$ cat config.mk
export PLATFORM = sky130hd
export DESIGN_NAME = wb_mst_xbar
export DESIGN_NICKNAME = d
export VERILOG_FILES = /design/src/rtl/wb_mst_xbar.sv
export SDC_FILE = /design/constraint.sdc
export NUM_CORES = 1
export LEC_CHECK = 0
export CELL_PAD_IN_SITES_DETAIL_PLACEMENT = 0
export CELL_PAD_IN_SITES_GLOBAL_PLACEMENT = 2
export CORE_ASPECT_RATIO = 0.9
export CORE_MARGIN = 10
export CORE_UTILIZATION = 21
export CTS_CLUSTER_DIAMETER = 200
export CTS_CLUSTER_SIZE = 28
export DETAILED_ROUTE_END_ITERATION = 16
export GPL_TIMING_DRIVEN = 0
export PLACE_DENSITY_LB_ADDON = 0.1
export SYNTH_ARGS = -nofsm -noshare
export SYNTH_HDL_FRONTEND = slang
export SYNTH_SLANG_ARGS = --single-unit
$ cat constraint.sdc
create_clock -name clk -period 3.1 [get_ports clk]
set_clock_uncertainty 0.05 [all_clocks]
set_input_delay 0.31 -clock clk [delete_from_list [all_inputs] [get_ports clk]]
set_output_delay 0.31 -clock clk [all_outputs]
set_load 0.005 [all_outputs]
$ cat src/rtl/wb_mst_xbar.sv
// wb_mst_xbar: round-robin N-master to N-slave Wishbone interconnect with
// address-field decode, decode-error/ack-timeout responses and an error counter.
module wb_mst_xbar #(
    parameter int N_MST     = 2,
    parameter int N_SLV     = 5,
    parameter int AW        = 22,
    parameter int DW        = 32,
    parameter int SEL_LSB   = 18,
    parameter int SEL_W     = 3,
    parameter int TO_CYCLES = 255
) (
    input  logic                  clk,
    input  logic                  rst_n,
    input  logic [N_MST*AW-1:0]   m_addr,
    input  logic [N_MST*DW-1:0]   m_wdata,
    input  logic [N_MST*DW/8-1:0] m_wmsk,
    input  logic [N_MST-1:0]      m_we,
    input  logic [N_MST-1:0]      m_cyc,
    output logic [N_MST-1:0]      m_ack,
    output logic [N_MST-1:0]      m_err,
    output logic [DW-1:0]         m_rdata,
    output logic [AW-1:0]         wb_addr,
    output logic [DW-1:0]         wb_wdata,
    output logic [DW/8-1:0]       wb_wmsk,
    output logic                  wb_we,
    output logic [N_SLV-1:0]      wb_cyc,
    input  logic [N_SLV-1:0]      wb_ack,
    input  logic [N_SLV*DW-1:0]   wb_rdata,
    output logic [7:0]            err_cnt,
    output logic                  busy
);
    localparam int MW = N_MST > 1 ? $clog2(N_MST) : 1;
    localparam int CW = TO_CYCLES > 0 ? $clog2(TO_CYCLES + 1) : 1;
    localparam logic [CW-1:0] TO_LAST = CW'(TO_CYCLES > 0 ? TO_CYCLES - 1 : 0);
    localparam logic [1:0] S_IDLE = 2'd0, S_WAIT = 2'd1, S_RESP = 2'd2;

    logic [1:0]       state_q, state_d;
    logic [MW-1:0]    rr_q, rr_d, win_q, win_d, cand;
    logic [CW-1:0]    to_q, to_d;
    logic [AW-1:0]    wb_addr_q, wb_addr_d;
    logic [DW-1:0]    wb_wdata_q, wb_wdata_d, m_rdata_q, m_rdata_d, rsel;
    logic [DW/8-1:0]  wb_wmsk_q, wb_wmsk_d;
    logic             wb_we_q, wb_we_d, busy_q, busy_d, found, err_inc;
    logic [N_SLV-1:0] wb_cyc_q, wb_cyc_d;
    logic [N_MST-1:0] m_ack_q, m_ack_d, m_err_q, m_err_d;
    logic [7:0]       err_cnt_q, err_cnt_d;
    logic [SEL_W-1:0] sel;

    always_comb begin
        found = 1'b0;
        cand  = '0;
        for (int k = 0; k < N_MST; k++)
            if (!found && m_cyc[(int'(rr_q) + k) % N_MST]) begin
                found = 1'b1;
                cand  = MW'((int'(rr_q) + k) % N_MST);
            end
        sel = m_addr[int'(cand)*AW + SEL_LSB +: SEL_W];
    end

    // wb_cyc_q is one-hot, so it doubles as the read-data mux select
    always_comb begin
        rsel = '0;
        for (int j = 0; j < N_SLV; j++)
            rsel = rsel | (wb_rdata[j*DW +: DW] & {DW{wb_cyc_q[j]}});
    end

    always_comb begin
        state_d    = state_q;
        rr_d       = rr_q;
        win_d      = win_q;
        to_d       = to_q;
        wb_addr_d  = wb_addr_q;
        wb_wdata_d = wb_wdata_q;
        wb_wmsk_d  = wb_wmsk_q;
        wb_we_d    = wb_we_q;
        wb_cyc_d   = wb_cyc_q;
        m_ack_d    = '0;
        m_err_d    = '0;
        m_rdata_d  = m_rdata_q;
        err_inc    = 1'b0;
        case (state_q)
            S_IDLE: if (found) begin
                win_d = cand;
                rr_d  = (cand == MW'(N_MST - 1)) ? '0 : cand + 1'b1;
                if (int'(sel) < N_SLV) begin
                    wb_addr_d  = m_addr[int'(cand)*AW +: AW];
                    wb_wdata_d = m_wdata[int'(cand)*DW +: DW];
                    wb_wmsk_d  = m_wmsk[int'(cand)*(DW/8) +: DW/8];
                    wb_we_d    = m_we[cand];
                    wb_cyc_d   = N_SLV'(1) << sel;
                    to_d       = '0;
                    state_d    = S_WAIT;
                end else begin
                    m_err_d   = N_MST'(1) << cand;
                    m_rdata_d = '0;
                    err_inc   = 1'b1;
                    state_d   = S_RESP;
                end
            end
            S_WAIT: if (|(wb_ack & wb_cyc_q)) begin
                wb_cyc_d  = '0;
                m_rdata_d = rsel;
                m_ack_d   = m_cyc[win_q] ? N_MST'(1) << win_q : '0;
                state_d   = S_RESP;
            end else if (TO_CYCLES != 0 && to_q == TO_LAST) begin
                wb_cyc_d  = '0;
                m_rdata_d = '0;
                m_err_d   = m_cyc[win_q] ? N_MST'(1) << win_q : '0;
                err_inc   = 1'b1;
                state_d   = S_RESP;
            end else begin
                to_d = to_q + 1'b1;
            end
            default: state_d = S_IDLE;
        endcase
        err_cnt_d = err_cnt_q + 8'(err_inc && err_cnt_q != 8'hFF);
        busy_d    = state_d != S_IDLE;
    end

    always_ff @(posedge clk or negedge rst_n) begin
        if (!rst_n) begin
            state_q    <= S_IDLE;
            rr_q       <= '0;
            win_q      <= '0;
            to_q       <= '0;
            wb_addr_q  <= '0;
            wb_wdata_q <= '0;
            wb_wmsk_q  <= '0;
            wb_we_q    <= 1'b0;
            wb_cyc_q   <= '0;
            m_ack_q    <= '0;
            m_err_q    <= '0;
            m_rdata_q  <= '0;
            err_cnt_q  <= '0;
            busy_q     <= 1'b0;
        end else begin
            state_q    <= state_d;
            rr_q       <= rr_d;
            win_q      <= win_d;
            to_q       <= to_d;
            wb_addr_q  <= wb_addr_d;
            wb_wdata_q <= wb_wdata_d;
            wb_wmsk_q  <= wb_wmsk_d;
            wb_we_q    <= wb_we_d;
            wb_cyc_q   <= wb_cyc_d;
            m_ack_q    <= m_ack_d;
            m_err_q    <= m_err_d;
            m_rdata_q  <= m_rdata_d;
            err_cnt_q  <= err_cnt_d;
            busy_q     <= busy_d;
        end
    end

    assign m_ack    = m_ack_q;
    assign m_err    = m_err_q;
    assign m_rdata  = m_rdata_q;
    assign wb_addr  = wb_addr_q;
    assign wb_wdata = wb_wdata_q;
    assign wb_wmsk  = wb_wmsk_q;
    assign wb_we    = wb_we_q;
    assign wb_cyc   = wb_cyc_q;
    assign err_cnt  = err_cnt_q;
    assign busy     = busy_q;
endmodule

; After elaboration in Yosys (flattened, before gate mapping)
; Index checks and enable logic that the tools add are counted.
[classes]
n_addsub = 5
mul = 1
n_lt_le_gt_ge = 5
eq_ne = 9
shift = 7
n_mux = 47
bitwise_logic = 11
n_reduce_logical = 12
[ops]
columns = cell, count
row1 = AND 32 bit, 5
row2 = 2-to-1 mux 32 bit, 4
row3 = bitwise OR 32 bit, 4
row4 = case mux 32 bit (2 select lines), 1
row5 = indexed part select 64 x 7 -> 32 bit, 1
row6 = indexed part select 44 x 32 -> 3 bit, 1
row7 = indexed part select 44 x 7 -> 22 bit, 1
row8 = adder 32 x 6 -> 32 bit (second input constant), 1
row9 = 2-to-1 mux 8 bit, 4
row10 = 2-to-1 mux 2 bit, 11
row11 = 2-to-1 mux 5 bit, 4
row12 = 2-to-1 mux 1 bit, 18
row13 = case mux 8 bit (2 select lines), 1
row14 = != test 2 bit (second input constant), 5
row15 = case mux 5 bit (2 select lines), 1
row16 = adder 8 x 1 -> 8 bit, 1
row17 = adder 8 x 1 -> 8 bit (second input constant), 1
row18 = == test 8 bit (second input constant), 1
row19 = != test 8 bit (second input constant), 1
row20 = case mux 2 bit (2 select lines), 2
row21 = AND reduction 4 bit, 2
row22 = indexed part select 8 x 4 -> 4 bit, 1
row23 = < comparator 1 x 2 -> 1 bit (second input constant), 3
row24 = AND 5 bit, 1
row25 = other kinds (18), 22
[totals]
register_bits = 121
input_bits = 287
output_inout_bits = 109
word_cells = 111

; Longest topological paths before layout
; Gate-level depths: netlist of run 1.
[logic_depth]
word_depth = 16
depth_mapped = 12
depth_no_buf = 10

; Worst setup path before layout of run 1
; OpenSTA, ideal clock, no wires.
[synth_timing]
path_type = reg2reg
from = register rr_q
to = register err_cnt_q[6] (netlist: err_cnt[6])
setup_time_ns = 0.080
t_arrival_ns = 2.340
required_time_ns = 2.970
setup_slack_ns = 0.630
stages_incl_launch_ff = 12
path_buffers = 2
synth_period_minus_slack_ns = 2.470
path_cell_list = dfrtp_1 -> and2b_1 -> nor3_1 -> buf_2 -> o21bai_1 -> buf_2 -> a21oi_1 -> ha_1 -> ha_1 -> and3_1 -> nand3_1 -> xnor2_1
[synth_between]
elab_chain_len = 15
elab_cells_between_ends = 21
cone_classes = 3 x add/sub / 1 x mul / 1 x order compare / 1 x shift / 12 x mux / 3 x reduce/logical
[synth_rtl]
columns = element, line_no
row1 = "start, declared", 38  ; logic [MW-1:0] rr_q, rr_d, win_q, win_d, cand;
row2 = "start signal, assigned", 138  ; rr_q <= rr_d;
row3 = adder 1 bit or 2-to-1 mux 1 bit (tied branches), "53, 55"
row4 = 2-to-1 mux 1 bit (implied by the code) (2 in series), 53  ; if (!found && m_cyc[(int'(rr_q) + k) % N_MST]) begin
row5 = 2-to-1 mux 1 bit (implied by the code) or logical NOT 1 bit (tied branches), 53
row6 = logical AND 1 bit, 53
row7 = 2-to-1 mux 1 bit, 53
row8 = multiplier 1 x 4 -> 5 bit, 57  ; sel = m_addr[int'(cand)*AW + SEL_LSB +: SEL_W];
row9 = adder 32 x 6 -> 32 bit, 57
row10 = indexed part select 44 x 32 -> 3 bit, 57
row11 = < comparator 3 bit, 85  ; if (int'(sel) < N_SLV) begin
row12 = 2-to-1 mux 1 bit, 85
row13 = 2-to-1 mux 1 bit *, 82  ; S_IDLE: if (found) begin
row14 = case mux 1 bit (2 select lines) *, 81  ; case (state_q)
row15 = logical AND 1 bit *, 116  ; err_cnt_d = err_cnt_q + 8'(err_inc && err_cnt_q != 8'hFF);
row16 = adder 8 x 1 -> 8 bit *, 116
row17 = net err_cnt_d[6], 46  ; logic [7:0] err_cnt_q, err_cnt_d;
row18 = "end signal, assigned", 149  ; err_cnt_q <= err_cnt_d;
row19 = "end, declared", 46
; Mark *: on every way through the listed nets, which the timed path passes. The rest lies on a longest branch. The select of a mux whose other input is x is not followed.
; A chain may end at the register's enable or synchronous reset.

; Worst setup path in the final report of run 1
[layout_timing]
from = input port m_addr[41]
to = register err_cnt_q[6] (netlist: err_cnt[6])
[layout_between]
elab_chain_len = 7
[layout_rtl]
columns = element, line_no
row1 = "start, declared", 14  ; input logic [N_MST*AW-1:0] m_addr,
row2 = indexed part select 44 x 32 -> 3 bit, 57
row3 = < comparator 3 bit, 85
row4 = 2-to-1 mux 1 bit, 85
row5 = 2-to-1 mux 1 bit, 82
row6 = case mux 1 bit (2 select lines), 81
row7 = logical AND 1 bit, 116
row8 = adder 8 x 1 -> 8 bit, 116
row9 = net err_cnt_d[6], 46
; The timed path passes the listed nets, and every way through them passes these cells.

==> PnR_summary.wiki, run 1 <==
{| class="wikitable"
! Metric !! Value
|-
| Outcome || finished, final reports clean
|-
| Final sum of negative setup slack || 0 ps
|-
| Crit path capture type || flip-flop
|-
| Warnings, synthesis || 0
|-
| Share of cells above drive strength 1 || 17.2%
|-
| Master of the slowest instance on the critical path || clkdlybuf4s50_1
|-
| Count of endpoints failing hold in the final timing report || 0
|-
| Rel. slew slack || 44.2%
|-
| Via count of the first global-routing pass || 6914
|-
| Maximum single-stage delay on the critical path || 490 ps
|-
| NumNets Final || 1236
|-
| Fmax || 354 MHz
|-
| CP Buf/Inv Count || 3
|-
| P&R area growth vs syn || 81.0%
|-
| DR WL/cell || 23.1 µm
|-
| Cells after Synth || 530
|-
| Crit Path Class || in -> reg
|-
| Worst slack at placement || -598 ps
|-
| Number of library cell types mapped by synthesis || 44
|-
| Number of rows in the core area || 60
|-
| Antenna violations before repair || 1
|-
| Transition time at the pin with the least slew margin || 837 ps
|-
| Clock slew at the register clock pins of the worst setup and hold paths || 60 ps
|-
| Hold Worst Slack || 163 ps
|-
| Die boundary width || 203 µm
|-
| Post-synthesis average cell area || 11.9 µm²
|-
| Required time reported for the critical path endpoint || 3390 ps
|-
| Total routing resource utilization after global routing || 16.2%
|-
| Utilization after layout || 38.3%
|-
| CTS root buf || clkbuf_16
|-
| Most common cell on crit path || ha_1
|-
| IO buf count || 394
|-
| Worst hold path type || in -> reg
|-
| CTS H-tree lvls || 4
|-
| Starting density of the core || 21.2%
|-
| Family with the most delay on the worst path || buffers and inverters
|-
| Cell-by-cell trace of the critical path || clkdlybuf4s50_1 > o21ai_0 > nor3_1 > buf_2 > o21bai_4 > clkbuf_4 > a21oi_1 > ha_1 > ha_1 > and3_1 > nand3_1 > xnor2_1
|-
| Reported leakage power || 4.55 nW
|-
| Routed via count divided by cell count || 4.65
|-
| Floorplan die area || 0.0374 mm²
|-
| RSZ-0062 raised after global routing || no
|-
| Proportion of synthesized flip-flops having asynchronous set or reset || 100%
|-
| Syn nets || 821
|-
| Chip Height || 184 µm
|-
| Final-report setup violation count || 0
|-
| Cts bufs inserted || 17
|-
| DRC viols || 0
|-
| Final slew viol count || 0
|-
| TritonCTS clock tree || yes
|-
| Initial drt markers || 444
|-
| Count of flip-flops with a built-in enable after synthesis || 0
|-
| Hpwl dp || 25000 µm
|-
| Flops & latches, synth || 121
|-
| Nature of the critical path startpoint || primary input
|-
| Power density over the cells || 823 mW/mm²
|-
| Maximum number of pins on one net before global-route repair || 72
|-
| Fill count || 3012
|-
| Final critical-path share of the clock period || 91.2%
|-
| Final setup slack of the worst path || 273 ps
|-
| WP data arrival || 3120 ps
|-
| Clock Latency Late Sink || 420 ps
|-
| Commonest non-fill, non-tap cell in the layout || clkdlybuf4s50_1
|-
| Gp weighted congestion || 0.789
|-
| Commonest register cell after synthesis || dfrtp_1
|-
| Global-route wire length before repair || 45400 µm
|-
| Max rail drop VDD || 0.000358 V
|-
| Register area share after synthesis || 48.0%
|-
| Routed vias || 6329
|-
| IO Count || 396
|-
| Clock tree sinks || 121
|-
| Antenna Violating Nets Remaining || 0
|-
| Biggest fanout along the worst timing path || 10
|-
| Maximum Capacitance Violations || 0
|-
| Minimum clock period || 2830 ps
|-
| Total global routing overflow || 0
|-
| Core Region || 0.0298 mm²
|-
| Number of iterations in the first detailed-routing pass || 9
|-
| Buffers from clock root to sink, at most || 2
|-
| Most used cells in the layout excluding fill and tap cells || clkdlybuf4s50_1, dfrtp_1, mux2_2
|-
| Total setup buffers inserted after CTS || 0
|-
| Cell area after synthesis || 0.00631 mm²
|-
| DRT Wirelength || 31400 µm
|}
[cells by family after synthesis]
group,synth area share [%]
multiplexers,21.0
buffers and inverters,3.53
adder cells (fa/ha/maj),0.793
AND/OR/NAND/NOR,6.92
AO/OA/AOI/OAI,18.9
flip-flops,48.0
XOR/XNOR,0.833
[Yosys cell counts (5+ instances only)]
cell,number,area (µm²)
a21oi_1,9,45.0
a222oi_1,33,330
a22oi_1,33,248
a32o_1,32,320
buf_2,16,80.1
clkbuf_1,30,113
dfrtp_1,121,3030
inv_1,5,18.8
mux2_2,112,1260
nand2_1,44,165
nand3_1,11,55.1
o31ai_1,11,82.6
o32ai_1,7,61.3
[through the flow]
stage | area, µm² | total power, mW | std cells
global route | 11400 | 10.0 | 1361
floorplan | 6310 | 4.66 | 530
CTS | 11400 | 9.60 | 1360
finish | 11400 | 9.41 | 1362
detailed placement | 10800 | 7.42 | 1328
global placement | 10800 | 7.45 | 1327
[per-layer routing]
layer	share of wire, %	vias up	GRT usage, %	wire [µm]
met5	0	-	0	0
met4	1.0	0	3.64	320
met3	7.8	19	6.02	2440
met2	51	236	28.1	16100
met1	40	3135	18.6	12600
li1	-	2939	-	-
[sequential cells by signal, indices dropped and copies added, names as in the netlist, 2 cells and up]
signal / flops
wb_wmsk: 4
m_ack: 2
m_err: 2
to_q: 8
wb_cyc: 5
m_rdata: 32
err_cnt: 8
state_q: 2
wb_wdata: 32
wb_addr: 22
[worst paths after layout]
kind                                    startpoint                  endpoint  slack (ps)  cells past startpoint
min in group asynchronous                    rst_n      err_cnt[6]$_DFF_PN0_         360                      2
min                                       m_cyc[1]          rr_q$_DFFE_PN0P_         160                      2
min reg2reg                wb_addr[14]$_DFFE_PN0P_   wb_addr[14]$_DFFE_PN0P_         440                      1
max in group asynchronous                    rst_n  wb_wdata[30]$_DFFE_PN0P_        1880                      3
max reg2reg                   state_q[1]$_DFF_PN0_      err_cnt[6]$_DFF_PN0_         300                     10
max                                     m_addr[41]      err_cnt[6]$_DFF_PN0_         270                     12
[cell type report]
cell class,instances,area [µm²],area share (%)
diodes,2,5.00,0.0438
flip-flops and latches,121,3030,26.5
clock inverters,13,170,1.49
multi-input cells,357,3070,26.9
repair buffers,396,3980,34.9
clock buffers,18,439,3.84
well taps,403,504,4.41
plain buffers,47,206,1.81
inverters,5,18.8,0.164
[where the power goes]
| group | leakage, nW | internal [mW] | switching, mW | total [mW] |
|---|---|---|---|---|
| Sequential | 1.53 | 2.29 | 0.419 | 2.71 |
| Combinational | 2.73 | 2.56 | 2.05 | 4.61 |
| Clock | 0.289 | 1.29 | 0.793 | 2.08 |
| Total | 4.55 | 6.14 | 3.26 | 9.41 |
[what timing repair did]
action | in CTS | in global routing
hold endpoints to repair | 50 | 0
gates resized for setup | 1 | 2
hold buffers | 1 | 0
endpoints found under the setup margin | 2 | 2
pin swaps | 0 | 0
Note: power is estimated with default switching activity, not from simulation.
==> inputs of run 2 (changes only) <==
--- a/config.mk
+++ b/config.mk
@@ -8,7 +8,6 @@
 export CELL_PAD_IN_SITES_DETAIL_PLACEMENT = 0
 export CELL_PAD_IN_SITES_GLOBAL_PLACEMENT = 2
 export CORE_ASPECT_RATIO = 0.9
-export CORE_MARGIN = 10
 export CORE_UTILIZATION = 21
 export CTS_CLUSTER_DIAMETER = 200
 export CTS_CLUSTER_SIZE = 28
==> run 2 against run 1 <==
- clock power is essentially flat
- design area fell by 0.18%
- clock-buffer cell count grew 3
- cell count is 0.66% lower
- sequential share of layout area is essentially flat
- sequential power barely moved
- hold slack improved by 19 ps
- flip-flop and latch count did not move
- combinational power down 2%
- critical endpoint unchanged
- core utilization is 0.68 points higher
==> PnR_summary.wiki, run 2 (synthesis results as in run 1) <==
{| class="wikitable"
! Metric !! Value
|-
| RSZ-0062 raised after global routing || no
|-
| Cell depth of the worst flop-to-flop path || 11 (+1)
|-
| Initial drt markers || 402 (-9.5%)
|-
| Chip Height || 166 µm (-9.8%)
|-
| Total power || 9.36 mW (-0.48%)
|-
| NumNets Final || 1236 (unchanged)
|-
| Rel. slew slack || 42.3% (-1.9 points)
|-
| Register-to-register setup slack || 240 ps (-60 ps)
|-
| Via count of the first global-routing pass || 6781 (-1.9%)
|-
| FF-to-FF Start || rr_q$_DFFE_PN0P_
|-
| Max rail drop VDD || 0.000379 V (+6.0%)
|-
| Master of the slowest instance on the critical path || clkdlybuf4s50_1
|-
| Final slew viol count || 0 (unchanged)
|-
| DR WL/cell || 21.5 µm (-6.9%)
|-
| Number of instances in the placed design || 1321 (-0.53%)
|-
| Clock tree sinks || 121 (unchanged)
|-
| CTS root buf || clkbuf_16
|-
| Number of iterations in the first detailed-routing pass || 6 (-3)
|-
| Capturing element of the worst setup path || err_cnt[6]$_DFF_PN0_
|-
| Buffers from clock root to sink, at most || 2 (unchanged)
|-
| Global-route wire length before repair || 42400 µm (-6.6%)
|-
| Count of endpoints failing hold in the final timing report || 0 (unchanged)
|-
| Routed via count divided by cell count || 4.63 (-0.29%)
|-
| Cell-by-cell trace of the critical path || clkdlybuf4s50_1 > o21ai_0 > nor3_1 > buf_2 > o21bai_2 > clkbuf_4 > a21oi_1 > ha_1 > ha_1 > and3_1 > nand3_1 > xnor2_1
|-
| Switching component of the power || 3.14 mW (-3.8%)
|-
| Clock slew at the register clock pins of the worst setup and hold paths || 60 ps (about the same)
|-
| WP data arrival || 3220 ps (+100 ps)
|-
| R2R Path End || err_cnt[6]$_DFF_PN0_
|-
| Final-report setup violation count || 0 (unchanged)
|-
| Hold Worst Slack || 182 ps (+19.0 ps)
|-
| Maximum Capacitance Violations || 0 (unchanged)
|-
| Crit path capture type || flip-flop
|-
| Starting density of the core || 21.6% (+0.41 points)
|-
| Final critical-path share of the clock period || 94.5% (+3.3 points)
|-
| Clock network power share || 22.6% (+0.5 points)
|-
| Clock Latency Late Sink || 420 ps (about the same)
|-
| Biggest fanout along the worst timing path || 10 (unchanged)
|-
| Gp weighted congestion || 0.748 (-5.2%)
|-
| Maximum single-stage delay on the critical path || 520 ps (+30 ps)
|-
| IO Count || 396 (unchanged)
|-
| Final setup slack of the worst path || 171 ps (-102 ps)
|-
| Most used cells in the layout excluding fill and tap cells || clkdlybuf4s50_1, dfrtp_1, mux2_2
|-
| Minimum clock period || 2930 ps (+102 ps)
|-
| Count of cells along the worst hold path || 2 (unchanged)
|-
| Worst hold path type || in -> reg
|-
| Share of cells above drive strength 1 || 16.9% (-0.30 points)
|-
| IO buf count || 394 (unchanged)
|-
| Outcome || finished, final reports clean
|-
| Required time reported for the critical path endpoint || 3400 ps (about the same)
|-
| Most common cell on crit path || ha_1
|-
| Number of rows in the core area || 59 (-1.7%)
|-
| Transition time at the pin with the least slew margin || 866 ps (+28.8 ps)
|-
| Worst slack at placement || -526 ps (+71.8 ps)
|-
| Core Region || 0.0292 mm² (-1.9%)
|-
| Maximum number of pins on one net before global-route repair || 63 (-13%)
|-
| Timing startpoint of the critical path || m_addr[41]
|-
| Power density over the cells || 821 mW/mm² (-0.31%)
|-
| Crit Path Class || in -> reg
|-
| P&R area growth vs syn || 80.7%
|-
| Die boundary width || 185 µm (-8.9%)
|-
| Antenna Violating Nets Remaining || 0 (unchanged)
|-
| Floorplan die area || 0.0308 mm² (-18%)
|-
| Total routing resource utilization after global routing || 18.8% (+2.6 points)
|-
| Post-Layout Cell Count || 1353 (-0.66%)
|-
| Fmax || 341 MHz (-3.5%)
|-
| DRC viols || 0 (unchanged)
|-
| Hpwl dp || 22500 µm (-9.9%)
|-
| Antenna violations before repair || 4 (+3)
|-
| Nature of the critical path startpoint || primary input
|-
| Cts bufs inserted || 17 (unchanged)
|-
| Commonest non-fill, non-tap cell in the layout || clkdlybuf4s50_1
|-
| Internal Pwr Total || 6.22 mW (+1.3%)
|-
| Routed vias || 6269 (-0.95%)
|-
| TritonCTS clock tree || yes
|-
| Reported leakage power || 4.55 nW (+0.18%)
|-
| Fraction of power spent switching nets || 33.5% (-1.1 points)
|-
| CTS H-tree lvls || 4 (unchanged)
|-
| Logic pwr share || 48.5% (-0.5 points)
|-
| Sequential fraction of design power || 28.9% (about the same)
|-
| Total global routing overflow || 0 (unchanged)
|-
| DRT Wirelength || 29000 µm (-7.6%)
|}
==> run 2: cell count changes in the layout (fill, tap and decap cells not counted) <==
cell / delta
o21bai_2: +1
bufinv_16: +1
diode_2: -1
o21bai_4: -1
clkbuf_8: +1
clkinv_2: +3
clkinvlp_4: -2
clkbuf_1: +2
inv_6: -2
clkinv_4: -4
==> run 2: how the worst min path moves through the flow <==
stage	from	to	slack (ps)
2_1_floorplan	rst_n	busy$_DFF_PN0_	-40
3_3_place_gp	wb_addr[14]$_DFFE_PN0P_	wb_addr[14]$_DFFE_PN0P_	420
3_5_place_dp	rst_n	err_cnt[6]$_DFF_PN0_	310
4_1_cts	m_cyc[1]	rr_q$_DFFE_PN0P_	150
5_1_grt	m_cyc[1]	rr_q$_DFFE_PN0P_	180
6_report	m_cyc[1]	rr_q$_DFFE_PN0P_	180
==> run 2: layout make-up <==
class / count / area (µm²)
inverters: 5 / 18.8
clock inverters: 9 / 148
flip-flops and latches: 121 / 3030
clock buffers: 21 / 460
well taps: 396 / 495
multi-input cells: 357 / 3070
diodes: 1 / 2.50
plain buffers: 47 / 206
repair buffers: 396 / 3980
fillers: 2897 / 17800
==> run 2: layer usage <==
layer	track usage, %	routed length, µm	vias to the layer above
li1	-	-	2936
met1	22.5	11900	3047
met2	30.6	13700	261
met3	8.55	3130	21
met4	4.56	303	4
met5	0	25	-
==> run 2: worst max-delay path, delay by kind of cell <==
| kind | cells | cell delay, ps |
|---|---|---|
| AO/OA/AOI/OAI | 3 | 830 |
| AND/OR/NAND/NOR | 3 | 420 |
| adder cells (fa/ha/maj) | 2 | 460 |
| buffers and inverters | 3 | 1090 |
| XOR/XNOR | 1 | 110 |
==> run 2: power by group through the flow <==
stage | clock network (mW) | registers [mW] | logic, mW
2_1_floorplan | 0 | 2.74 | 1.92
3_3_place_gp | 0 | 2.71 | 4.65
3_5_place_dp | 0 | 2.72 | 4.62
4_1_cts | 2.17 | 2.71 | 4.65
5_1_grt | 2.23 | 2.81 | 4.91
6_report | 2.11 | 2.71 | 4.54
==> run 2: through the flow <==
stage	TNS (ps)	utilization [%]	instance area, µm²
floorplan	0	-	6310
global placement	-456260	36.8	10800
detailed placement	-1820	36.9	10800
CTS	0	39.0	11400
global route	0	39.0	11400
finish	0	39.0	11400
==> run 2: timing repair <==
item                                    in CTS  in global routing
gates resized for setup                      1                  1
buffers inserted                             0                  0
hold buffers                                 1                  0
endpoints found under the hold margin       59                  0
endpoints found under the setup margin       2                  1
